File: src/rtl/bin2bcd_seq_if.sv
// bin2bcd_seq_if
// Groups the request/result signals of the sequential binary-to-BCD converter.
//   start    : conversion request, sampled only while the converter is idle
//   bin      : unsigned binary value, captured on the edge that accepts start
//   busy     : conversion in progress (shift or done phase)
//   done     : one-cycle completion pulse
//   bcd      : packed BCD result, least-significant digit in bits [3:0]
//   overflow : result needed more than DIGITS digits
// master drives the request side, slave is the converter.
interface bin2bcd_seq_if #(
  parameter int WIDTH  = 32,
  parameter int DIGITS = 8
);
  logic                  start;
  logic [WIDTH-1:0]      bin;
  logic                  busy;
  logic                  done;
  logic [4*DIGITS-1:0]   bcd;
  logic                  overflow;

  modport master (
    output start, bin,
    input  busy, done, bcd, overflow
  );

  modport slave (
    input  start, bin,
    output busy, done, bcd, overflow
  );
endinterface

File: src/rtl/bin2bcd_seq.sv
// bin2bcd_seq
// Sequential double-dabble binary-to-BCD converter. One bit is shifted in per
// clock, so a conversion takes WIDTH shift cycles plus one DONE cycle.
// Ports:
//   clk : rising-edge clock
//   rst : asynchronous active-high reset
//   bus : bin2bcd_seq_if slave modport (start/bin in; busy/done/bcd/overflow out)
module bin2bcd_seq #(
  parameter int WIDTH  = 32,
  parameter int DIGITS = 8
) (
  input  logic           clk,
  input  logic           rst,
  bin2bcd_seq_if.slave   bus
);

  // Enough internal digits that 2^WIDTH-1 always fits.
  localparam int ID = (WIDTH * 3) / 10 + 1;
  localparam int CW = $clog2(WIDTH + 1);
  // Common width used to split the result into presented and overflow digits.
  localparam int WD = (ID > DIGITS) ? ID : DIGITS;

  typedef enum logic [1:0] {
    IDLE,
    SHIFT,
    DONE
  } state_t;

  state_t                state;
  state_t                state_next;

  logic [WIDTH-1:0]      shift_reg;
  logic [4*ID-1:0]       digits;
  logic [4*ID-1:0]       digits_adj;
  logic [4*ID+WIDTH-1:0] shifted;
  logic [4*WD-1:0]       digits_ext;
  logic [CW-1:0]         count;
  logic                  last_shift;
  logic                  accept;

  assign accept     = (state == IDLE) && bus.start;
  assign last_shift = (count == CW'(1));

  // Add-3 correction on every digit that would exceed 9 after doubling,
  // then the combined digit/binary register shifted left by one.
  always_comb begin
    digits_adj = '0;
    for (int i = 0; i < ID; i++) begin
      if (digits[4*i +: 4] >= 4'd5)
        digits_adj[4*i +: 4] = digits[4*i +: 4] + 4'd3;
      else
        digits_adj[4*i +: 4] = digits[4*i +: 4];
    end
    shifted    = {digits_adj, shift_reg} << 1;
    digits_ext = '0;
    digits_ext[4*ID-1:0] = shifted[WIDTH +: 4*ID];
  end

  always_ff @(posedge clk or posedge rst) begin
    if (rst)
      state <= IDLE;
    else
      state <= state_next;
  end

  always_comb begin
    state_next = state;
    bus.busy   = 1'b0;
    bus.done   = 1'b0;
    case (state)
      IDLE: begin
        if (bus.start)
          state_next = SHIFT;
      end
      SHIFT: begin
        bus.busy = 1'b1;
        if (last_shift)
          state_next = DONE;
      end
      DONE: begin
        bus.busy   = 1'b1;
        bus.done   = 1'b1;
        state_next = IDLE;
      end
      default: state_next = IDLE;
    endcase
  end

  // The result registers are only written on the final shift, so they hold
  // the previous result for the whole of a conversion.
  always_ff @(posedge clk or posedge rst) begin
    if (rst) begin
      shift_reg    <= '0;
      digits       <= '0;
      count        <= '0;
      bus.bcd      <= '0;
      bus.overflow <= 1'b0;
    end else if (accept) begin
      shift_reg <= bus.bin;
      digits    <= '0;
      count     <= CW'(WIDTH);
    end else if (state == SHIFT) begin
      {digits, shift_reg} <= shifted;
      count               <= count - CW'(1);
      if (last_shift) begin
        bus.bcd      <= digits_ext[4*DIGITS-1:0];
        bus.overflow <= |(digits_ext >> (4 * DIGITS));
      end
    end
  end

endmodule

File: src/flat_wrapper.sv
// flat-port wrapper written by rule: the top's interface ports become plain ports
module bin2bcd_seq_flat 
#(
  parameter int WIDTH  = 32,
  parameter int DIGITS = 8
)
  (clk, rst, bus_start, bus_bin, bus_busy, bus_done, bus_bcd, bus_overflow);
  bin2bcd_seq_if #(.WIDTH(WIDTH), .DIGITS(DIGITS)) bus_i ();
  input  logic clk;
  input  logic rst;
  input wire logic [$bits(bus_i.start)-1:0] bus_start;
  input wire logic [$bits(bus_i.bin)-1:0] bus_bin;
  output wire logic [$bits(bus_i.busy)-1:0] bus_busy;
  output wire logic [$bits(bus_i.done)-1:0] bus_done;
  output wire logic [$bits(bus_i.bcd)-1:0] bus_bcd;
  output wire logic [$bits(bus_i.overflow)-1:0] bus_overflow;
  assign bus_i.start = bus_start;
  assign bus_i.bin = bus_bin;
  assign bus_busy = bus_i.busy;
  assign bus_done = bus_i.done;
  assign bus_bcd = bus_i.bcd;
  assign bus_overflow = bus_i.overflow;
  bin2bcd_seq #(.WIDTH(WIDTH), .DIGITS(DIGITS)) u_core (.clk(clk), .rst(rst), .bus(bus_i));
endmodule
File: config.mk
export PLATFORM = sky130hd
export DESIGN_NAME = bin2bcd_seq_flat
export DESIGN_NICKNAME = d
export VERILOG_FILES = /design/src/rtl/bin2bcd_seq_if.sv /design/src/rtl/bin2bcd_seq.sv /design/src/flat_wrapper.sv
export SDC_FILE = /design/constraint.sdc
export NUM_CORES = 1
export LEC_CHECK = 0
export BUFFER_PORTS_ARGS = -buffer_cell sky130_fd_sc_hd__buf_2
export CAP_MARGIN = 5
export CORE_MARGIN = 1.5
export CORE_UTILIZATION = 30
export CTS_CLUSTER_SIZE = 25
export DETAILED_ROUTE_END_ITERATION = 10
export GPL_ROUTABILITY_DRIVEN = 0
export PLACE_DENSITY = 0.52
export SETUP_SLACK_MARGIN = 0.5
export SYNTH_ARGS = -nofsm -noshare
export SYNTH_HDL_FRONTEND = slang
export SYNTH_SLANG_ARGS = --single-unit
export TNS_END_PERCENT = 30
File: constraint.sdc
create_clock -name clk -period 4.18 [get_ports clk]
set_clock_uncertainty 0.05 [all_clocks]
set_input_delay 0.836 -clock clk [delete_from_list [all_inputs] [get_ports clk]]
set_output_delay 0.836 -clock clk [all_outputs]
set_load 0.01 [all_outputs]
-- Word level (Yosys, flattened, before mapping)
Cells that the tools add are included.
- add/subtract/negate cells: 11
- order comparisons: 10
- equal/unequal tests: 5
- multiplexer cells: 21
- bitwise logic cells: 1
- reductions and logical operators: 7
- operators with widths (cell ; number):
    two-way mux 40 bit ; 2
    two-way mux 32 bit ; 2
    >= comparator 4 x 3 -> 1 bit (second input constant) ; 10
    adder 4 x 2 -> 4 bit (second input constant) ; 9
    two-way mux 4 bit ; 9
    two-way mux 6 bit ; 2
    OR reduction 8 bit ; 1
    equality test 6 x 1 -> 1 bit (second input constant) ; 1
    subtractor 6 x 1 -> 6 bit (second input constant) ; 1
    two-way mux 2 bit ; 2
    case mux 2 bit (2 select lines) ; 1
    adder 3 x 2 -> 3 bit (second input constant) ; 1
    two-way mux 3 bit ; 1
    AND reduction 3 bit ; 1
    equality test 2 x 1 -> 1 bit (second input constant) ; 1
    equality test 2 bit (second input constant) ; 1
    zero test 2 bit ; 1
    two-way mux 1 bit ; 2
    inequality test 2 x 1 -> 1 bit (second input constant) ; 1
    inequality test 2 bit (second input constant) ; 1
    AND reduction 2 bit ; 1
    nonzero test 2 bit ; 1
    OR reduction 2 bit ; 1
    logical AND 1 bit ; 1
    NOT 1 bit ; 1
- flip-flop bits (word level): 113
- bits of input ports: 35
- output and inout port bits: 35
- logic and storage cells: 61

-- Logic depth before layout (Yosys ltp)
Gate-level depths: netlist of the first run.
- word-level depth: 4
- depth in mapped cells: 7
- gate-level depth less buffers: 7

-- Worst setup path before layout of the first run
No wires, ideal clock.
- path type: input-to-reg
- start: input port bus_start
- end: register u_core.shift_reg[16]
- library setup time: 0.083 ns
- arrival time: 1.608 ns
- data required time: 4.047 ns
- setup slack: 2.440 ns
- stages on the path: 5
- buffers on the path: 2
- cell sequence: and2_1 > clkbuf_1 > clkbuf_1 > nand2_1 > o21ai_0
- cells in the longest elaborated chain, start to end: 2
- elaborated cells between the ends (all ways): 3
- classes of those cells: 1 x mux; 2 x reduce/logical
- RTL lines (what ; RTL line ; text):
    from (decl) ; flat_wrapper.sv:11 ; input wire logic [$bits(bus_i.start)-1:0] bus_start;
    logical AND 1 bit * ; bin2bcd_seq.sv:41 ; assign accept = (state == IDLE) && bus.start;
    two-way mux 32 bit or nonzero test 2 bit (tied branches) ; - ;
    to (signal assigned) ; bin2bcd_seq.sv:99 ; shift_reg <= bus.bin;
    to (signal assigned) ; bin2bcd_seq.sv:103 ; {digits, shift_reg} <= shifted;
    to (decl) ; bin2bcd_seq.sv:32 ; logic [WIDTH-1:0] shift_reg;
Every way passes the cells marked *; elsewhere a longest branch is shown, timed or not.
A chain may end at the register's enable or synchronous reset.

-- Worst setup path after layout of the first run
- start: register u_core.state[0]
- end: output port bus_busy
- cells in the longest elaborated chain, start to end: 3
- elaborated cells between the ends (all ways): 4
- classes of those cells: 2 x eq/ne; 1 x mux; 1 x reduce/logical
- RTL lines (what ; RTL line ; text):
    from (decl) ; bin2bcd_seq.sv:29 ; state_t state;
    from (signal assigned) ; bin2bcd_seq.sv:63 ; state <= state_next;
    equality test 2 bit or equality test 2 x 1 -> 1 bit (tied branches) ; bin2bcd_seq.sv:70 ; case (state)
    OR reduction 2 bit (no source line) * ; - ;
    two-way mux 1 bit * ; bin2bcd_seq.sv:70 ;
    to (decl) ; flat_wrapper.sv:13 ; output wire logic [$bits(bus_i.busy)-1:0] bus_busy;
Marks and branches as above.

==> impl_metrics.json, run 1 <==
{
  "r2r_end": "u_core.bus.bcd[22]",
  "power_density_mw_per_mm2": 767,
  "fin_crit_ns": 2.24,
  "synth_common_cells": "dfrtp_1, o21ai_0, nand2_1, mux2i_1, a21oi_1",
  "cts_setup_buffers": 0,
  "hold_depth": 2,
  "hold_path.class": "flip-flop to flip-flop",
  "largest_reg_flops": 40,
  "grt.overflow.total": 0,
  "cts_tree": "done",
  "fin_crit_sh_pct": 53.5,
  "syn-mean-instance-area_um2": 10.2,
  "synth_seq_cells": 113,
  "relSlewSlack_pct": 28.9,
  "grt_usage_pct": 12.5,
  "rows": 50,
  "syn_nets": 629,
  "yosys_warnings": 0,
  "crit_family": "flip-flops",
  "top_level_ports": 70,
  "clock.fmax_mhz": 447,
  "yosysUniqueCellTypes": 34,
  "syn_to_final_growth_pct": 20.0,
  "ys.flop_type": "dfrtp_1",
  "routed_wl_um": 11600,
  "first_iter_violations": 190,
  "antenna_found_initial": 0,
  "hpwlAfterDp_um": 7350,
  "worstSetupStartpointType": "flip-flop",
  "peakVddDrop_v": 0.000298,
  "crit_path_end_kind": "output pin",
  "final_nets": 692,
  "max_stage_delay_ns": 0.40,
  "core_mm2": 0.0188,
  "yosysMostFrequentCell": "dfrtp_1",
  "num_antenna_cells": 0,
  "setup_tns_ns": 0,
  "grt_pass1_wl_um": 19800,
  "crit_required_ns": 3.29,
  "yosys.area.top_type": "dfrtp_1",
  "async_reset_ff_share_pct": 100,
  "numCtsBuffers": 17,
  "ant_nets": 0,
  "utilization_pct": 36.8,
  "crit-reg2reg-launch": "u_core.state[1]",
  "dieArea_mm2": 0.0200,
  "arrival_ns": 1.35,
  "via_count": 4105,
  "hold_path_end": "u_core.bus.bcd[20]",
  "cp_cell_sequence": "inv_1 -> ha_1 -> buf_2",
  "synth_edf_count": 0,
  "drive_gt1_share_pct": 18.6,
  "io_buffers": 69,
  "die_h_um": 142,
  "cts_resized": 0,
  "dp.cells": 845,
  "drc": 0,
  "tightest_slew_ns": 1.07,
  "crit_cells": 3,
  "cts_hold_buffers": 0,
  "ctsRootBufferMaster": "clkbuf_16",
  "p_leak_nw": 3.27,
  "clock-sinks": 113,
  "finalHoldViolCount": 0,
  "clk-insertion-delay-late_ns": 0.41,
  "hold_start": "u_core.bus.bcd[20]",
  "wl_per_cell_um": 13.2,
  "vias_per_cell": 4.69,
  "drt_first_pass_iters": 4,
  "first_global_vias": 4139,
  "clockBufferDepth": 2,
  "synth_area_leaders": "dfrtp_1, mux2i_1, o21ai_0",
  "maxCapViolCount": 0,
  "outcome": "completed",
  "r2r_cells": 4,
  "start_util_pct": 30.7,
  "crit_type": "flip-flop to output pin",
  "p_comb_share_pct": 38.0,
  "htreeDepth": 4,
  "grt_setup_unrepaired": "no",
  "grt_max_degree": 114,
  "setup_violations": 0,
  "syn_inst": 567,
  "syn_area_mm2": 0.00576,
  "crit_fanout": 4,
  "pwr-share-clk_pct": 27.3,
  "power_frac_seq_pct": 34.6,
  "final_cell_count_no_fill": 875,
  "cp_slowest_cell": "dfrtp_1",
  "intPower_mw": 3.39,
  "die_w_um": 142,
  "clk_pin_slew_ns": 0.05,
  "netSwitchingFraction_pct": 36.1,
  "synth_top_area_share_pct": 49.1,
  "slew_violations": 0,
  "p_switching_mw": 1.92,
  "synth_seq_area_share_pct": 49.1,
  "rrSetupSlack_ns": 2.00,
  "worstPathBufferInverterCount": 2
}
[layout by cell type (no fill, tap or decap), types with 2 or more instances in the layout]
cell / Yosys / routed
dfrtp_1: 113 / 113
o21ai_0: 72 / 72
buf_2: 12 / 69
nand2_1: 67 / 67
mux2i_1: 58 / 58
a21oi_1: 40 / 40
nor2_1: 33 / 33
ha_1: 27 / 26
inv_1: 25 / 24
nor3b_1: 19 / 19
clkbuf_16: 0 / 17
nand2b_1: 13 / 13
xnor2_1: 12 / 12
nand3_1: 12 / 12
a211oi_1: 11 / 11
mux2_4: 9 / 9
nor2b_1: 6 / 6
clkbuf_1: 15 / 4
xor2_1: 3 / 3
mux2_2: 3 / 3
clkbuf_8: 0 / 3
bufinv_16: 0 / 3
clkinv_2: 0 / 3
nor2_2: 2 / 2
and3_1: 2 / 2
buf_4: 0 / 2
[worst max path at each step]
stage | startpoint | to
4_1_cts | u_core.state[0] | bus_busy
5_1_grt | u_core.state[1] | u_core.digits[11]
6_report | u_core.state[0] | bus_busy
3_5_place_dp | bus_start | u_core.shift_reg[17]
3_3_place_gp | bus_start | u_core.shift_reg[10]
2_1_floorplan | rst | u_core.bus.bcd[0]
[kinds of logic after synthesis]
kind of cell             Yosys count  synth area share (%)
AND/OR/NAND/NOR                  160                  13.7
AO/OA/AOI/OAI                    129                  12.1
flip-flops                       113                  49.1
multiplexers                      70                  13.0
buffers and inverters             53                  3.85
adder cells (fa/ha/maj)           27                  5.87
XOR/XNOR                          15                  2.28
[layout make-up]
class,instances,area (um^2)
fillers,1867,11900
clock buffers,24,482
well taps,234,293
flip-flops and latches,113,2830
inverters,25,97.6
multi-input cells,401,2720
repair buffers,72,380
clock inverters,6,105
[worst min-delay path, delay by kind of cell, from the launching register on]
kind	cells	cell delay (ns)
AO/OA/AOI/OAI	1	0.06
flip-flops	1	0.33
AND/OR/NAND/NOR	1	0.04
[power groups by stage]
stage	clock network [mW]	registers, mW	logic, mW
detailed placement	0	1.85	2.05
floorplan	0	1.82	1.58
finish	1.45	1.84	2.02
CTS	1.50	1.84	2.06
global route	1.55	1.90	2.29
global placement	0	1.83	1.97
[per-layer routing]
metal,GRT usage [%],routed length (um),vias to the layer above
met1,15.3,5500,1975
met5,0,0,-
met2,20.4,5540,47
met4,5.97,187,0
li1,-,-,2071
met3,3.41,337,12
[through the flow]
stage          hold slack (ns)  instance area, um^2  setup WS (ns)  power [mW]
2_1_floorplan            0.436                 5760           1.92        3.39
3_3_place_gp             0.412                 6320           1.97        3.81
3_5_place_dp             0.415                 6320           1.85        3.90
4_1_cts                  0.427                 6910           1.91        5.40
5_1_grt                  0.459                 6910           1.82        5.74
6_report                 0.423                 6910           1.94        5.30
(Power assumes the default switching activity.)
==> inputs of run 2 (changes only) <==
- ABC_AREA: default -> 1
- PLACE_DENSITY: 0.52 -> 0.54
- clock period: 4.18 -> 2 ns (I/O delays scaled with it)
==> run 2 against run 1 <==
Die area down 5.5%. Non-clock buffer count increased by 23. Largest power group unchanged. Critical path type unchanged. Synthesized cell count increased by 5.8%.
==> impl_metrics.json, run 2 <==
{
  "syn-mean-instance-area_um2": 9.05,
  "drt_first_pass_iters": 4,
  "antenna_found_initial": 0,
  "synth_area_leaders": "dfrtp_1, nand2_1, ha_1",
  "relSlewSlack_pct": 77.1,
  "start_util_pct": 30.5,
  "rows": 49,
  "clk_pin_slew_ns": 0.05,
  "die_h_um": 138,
  "crit_fanout": 4,
  "drive_gt1_share_pct": 23.7,
  "finalHoldViolCount": 0,
  "hpwlAfterDp_um": 8060,
  "cts_tree": "done",
  "worstSetupStartpointType": "flip-flop",
  "num_antenna_cells": 0,
  "synth_common_cells": "nand2_1, dfrtp_1, inv_1, o21ai_0, o22ai_1",
  "io_buffers": 69,
  "top_level_ports": 70,
  "clk-insertion-delay-late_ns": 0.41,
  "fin_crit_sh_pct": 84.0,
  "htreeDepth": 4,
  "outcome": "completed",
  "synth_seq_cells": 113,
  "yosys_warnings": 0,
  "routed_wl_um": 13600,
  "dieArea_mm2": 0.0189,
  "numCtsBuffers": 17,
  "dp.cells": 885,
  "grt_usage_pct": 14.5,
  "grt_max_degree": 60,
  "final_cell_count_no_fill": 935,
  "crit_path_end_kind": "output pin",
  "largest_reg_flops": 40,
  "syn_area_mm2": 0.00543,
  "p_comb_share_pct": 35.1,
  "arrival_ns": 1.23,
  "first_global_vias": 4204,
  "synth_seq_area_share_pct": 52.0,
  "maxCapViolCount": 0,
  "hold_path.class": "input pin to async pin",
  "p_switching_mw": 3.11,
  "ant_nets": 0,
  "power_frac_seq_pct": 33.6,
  "slew_violations": 0,
  "core_mm2": 0.0178,
  "pwr-share-clk_pct": 31.3,
  "setup_violations": 0,
  "drc": 0,
  "async_reset_ff_share_pct": 100,
  "final_common_cell": "nand2_1",
  "yosysMostFrequentCell": "nand2_1",
  "grt.overflow.total": 0,
  "syn_to_final_growth_pct": 30.2,
  "intPower_mw": 5.92,
  "setup_tns_ns": 0,
  "wl_per_cell_um": 14.5,
  "cts_hold_buffers": 0,
  "synth_top_area_share_pct": 52.0,
  "ctsRootBufferMaster": "clkbuf_16",
  "die_w_um": 138,
  "tightest_slew_ns": 0.340,
  "syn_nets": 662,
  "final_nets": 756,
  "mostFrequentLayoutCells": "nand2_1, dfrtp_1, inv_1, buf_2, o22ai_1",
  "cp_slowest_cell": "dfrtp_1",
  "crit_type": "flip-flop to output pin",
  "cp_cell_sequence": "inv_2 -> ha_4 -> buf_6",
  "clockBufferDepth": 2,
  "grt_setup_unrepaired": "yes",
  "synth_edf_count": 0,
  "via_count": 4377,
  "ys.flop_type": "dfrtp_1",
  "clock-sinks": 113,
  "grt_pass1_wl_um": 21100,
  "clock.fmax_mhz": 595,
  "first_iter_violations": 176,
  "yosys.area.top_type": "dfrtp_1",
  "netSwitchingFraction_pct": 34.4,
  "holdWs_ns": 0.0429,
  "fin_crit_ns": 1.68,
  "peakVddDrop_v": 0.000614,
  "yosysUniqueCellTypes": 26,
  "p_leak_nw": 3.24,
  "vias_per_cell": 4.68,
  "syn_inst": 600,
  "power_density_mw_per_mm2": 1280,
  "crit_required_ns": 1.55,
  "max_stage_delay_ns": 0.38
}
==> run 2: logic make-up after synthesis <==
group | Yosys count | share of synthesized area (%)
simple gates | 193 | 14.5
compound gates | 146 | 16.1
flops | 113 | 52.0
buf+inv | 106 | 8.73
fa+ha+maj | 27 | 6.22
xor+xnor | 15 | 2.42
==> run 2: through the flow <==
step | power (mW) | area (um^2) | utilization (%) | worst slack, ns
global route | 9.61 | 7070 | 39.6 | 0.261
CTS | 8.51 | 6800 | 38.1 | 0.301
global placement | 5.37 | 6020 | 33.8 | 0.135
detailed placement | 5.38 | 6020 | 33.8 | 0.109
floorplan | 4.70 | 5440 | - | 0.179
finish | 9.02 | 7070 | 39.6 | 0.320
==> run 2: worst paths after layout <==
path / start / endpoint / slack (ns) / cells after the start
max: u_core.state[0] / bus_busy / 0.32 / 3
min: rst / u_core.digits[6] / 0.04 / 3
max reg2reg: u_core.state[1] / u_core.bus.bcd[2] / 0.38 / 9
min reg2reg: u_core.bus.bcd[14] / u_core.bus.bcd[14] / 0.42 / 2
max in group asynchronous: rst / u_core.digits[32] / 1.57 / 3
min in group clk: bus_bin[0] / u_core.shift_reg[0] / 0.15 / 3
==> run 2: area by class of cell <==
| type | count | area (um^2) |
|---|---|---|
| Sequential cell | 113 | 2830 |
| Clock inverter | 10 | 86.3 |
| Fill cell | 1724 | 10800 |
| Multi-Input combinational cell | 381 | 2290 |
| Inverter | 82 | 352 |
| Tap cell | 229 | 287 |
| Timing Repair inverter | 4 | 43.8 |
| Clock buffer | 21 | 470 |
| Timing Repair Buffer | 95 | 718 |
==> run 2: power by group through the flow <==
stage	Combinational (mW)	Sequential (mW)	Clock [mW]
6_report	3.17	3.03	2.82
3_5_place_dp	2.32	3.06	0
3_3_place_gp	2.31	3.06	0
5_1_grt	3.52	3.09	3.00
4_1_cts	2.59	3.03	2.89
2_1_floorplan	1.66	3.03	0
==> run 2: per-layer routing <==
layer  track usage [%]  vias to the layer above  routed length (um)
met5                 0                        -                   0
met4              4.56                        0                 108
met3              3.79                        8                 716
met2              21.9                      114                6040
met1              20.3                     2056                6720
li1                  -                     2199                   -
==> run 2: worst max-delay path: cells and delay by family, from the launching register on <==
kind	cells	cell delay (ns)
fa+ha+maj	1	0.22
buf+inv	2	0.23
flops	1	0.38
==> run 2: what timing repair did <==
item,CTS,global route
gates cloned,4,6
setup endpoints to repair,114,113
gates resized for setup,34,43
pin swaps,1,3
buffers inserted,7,2
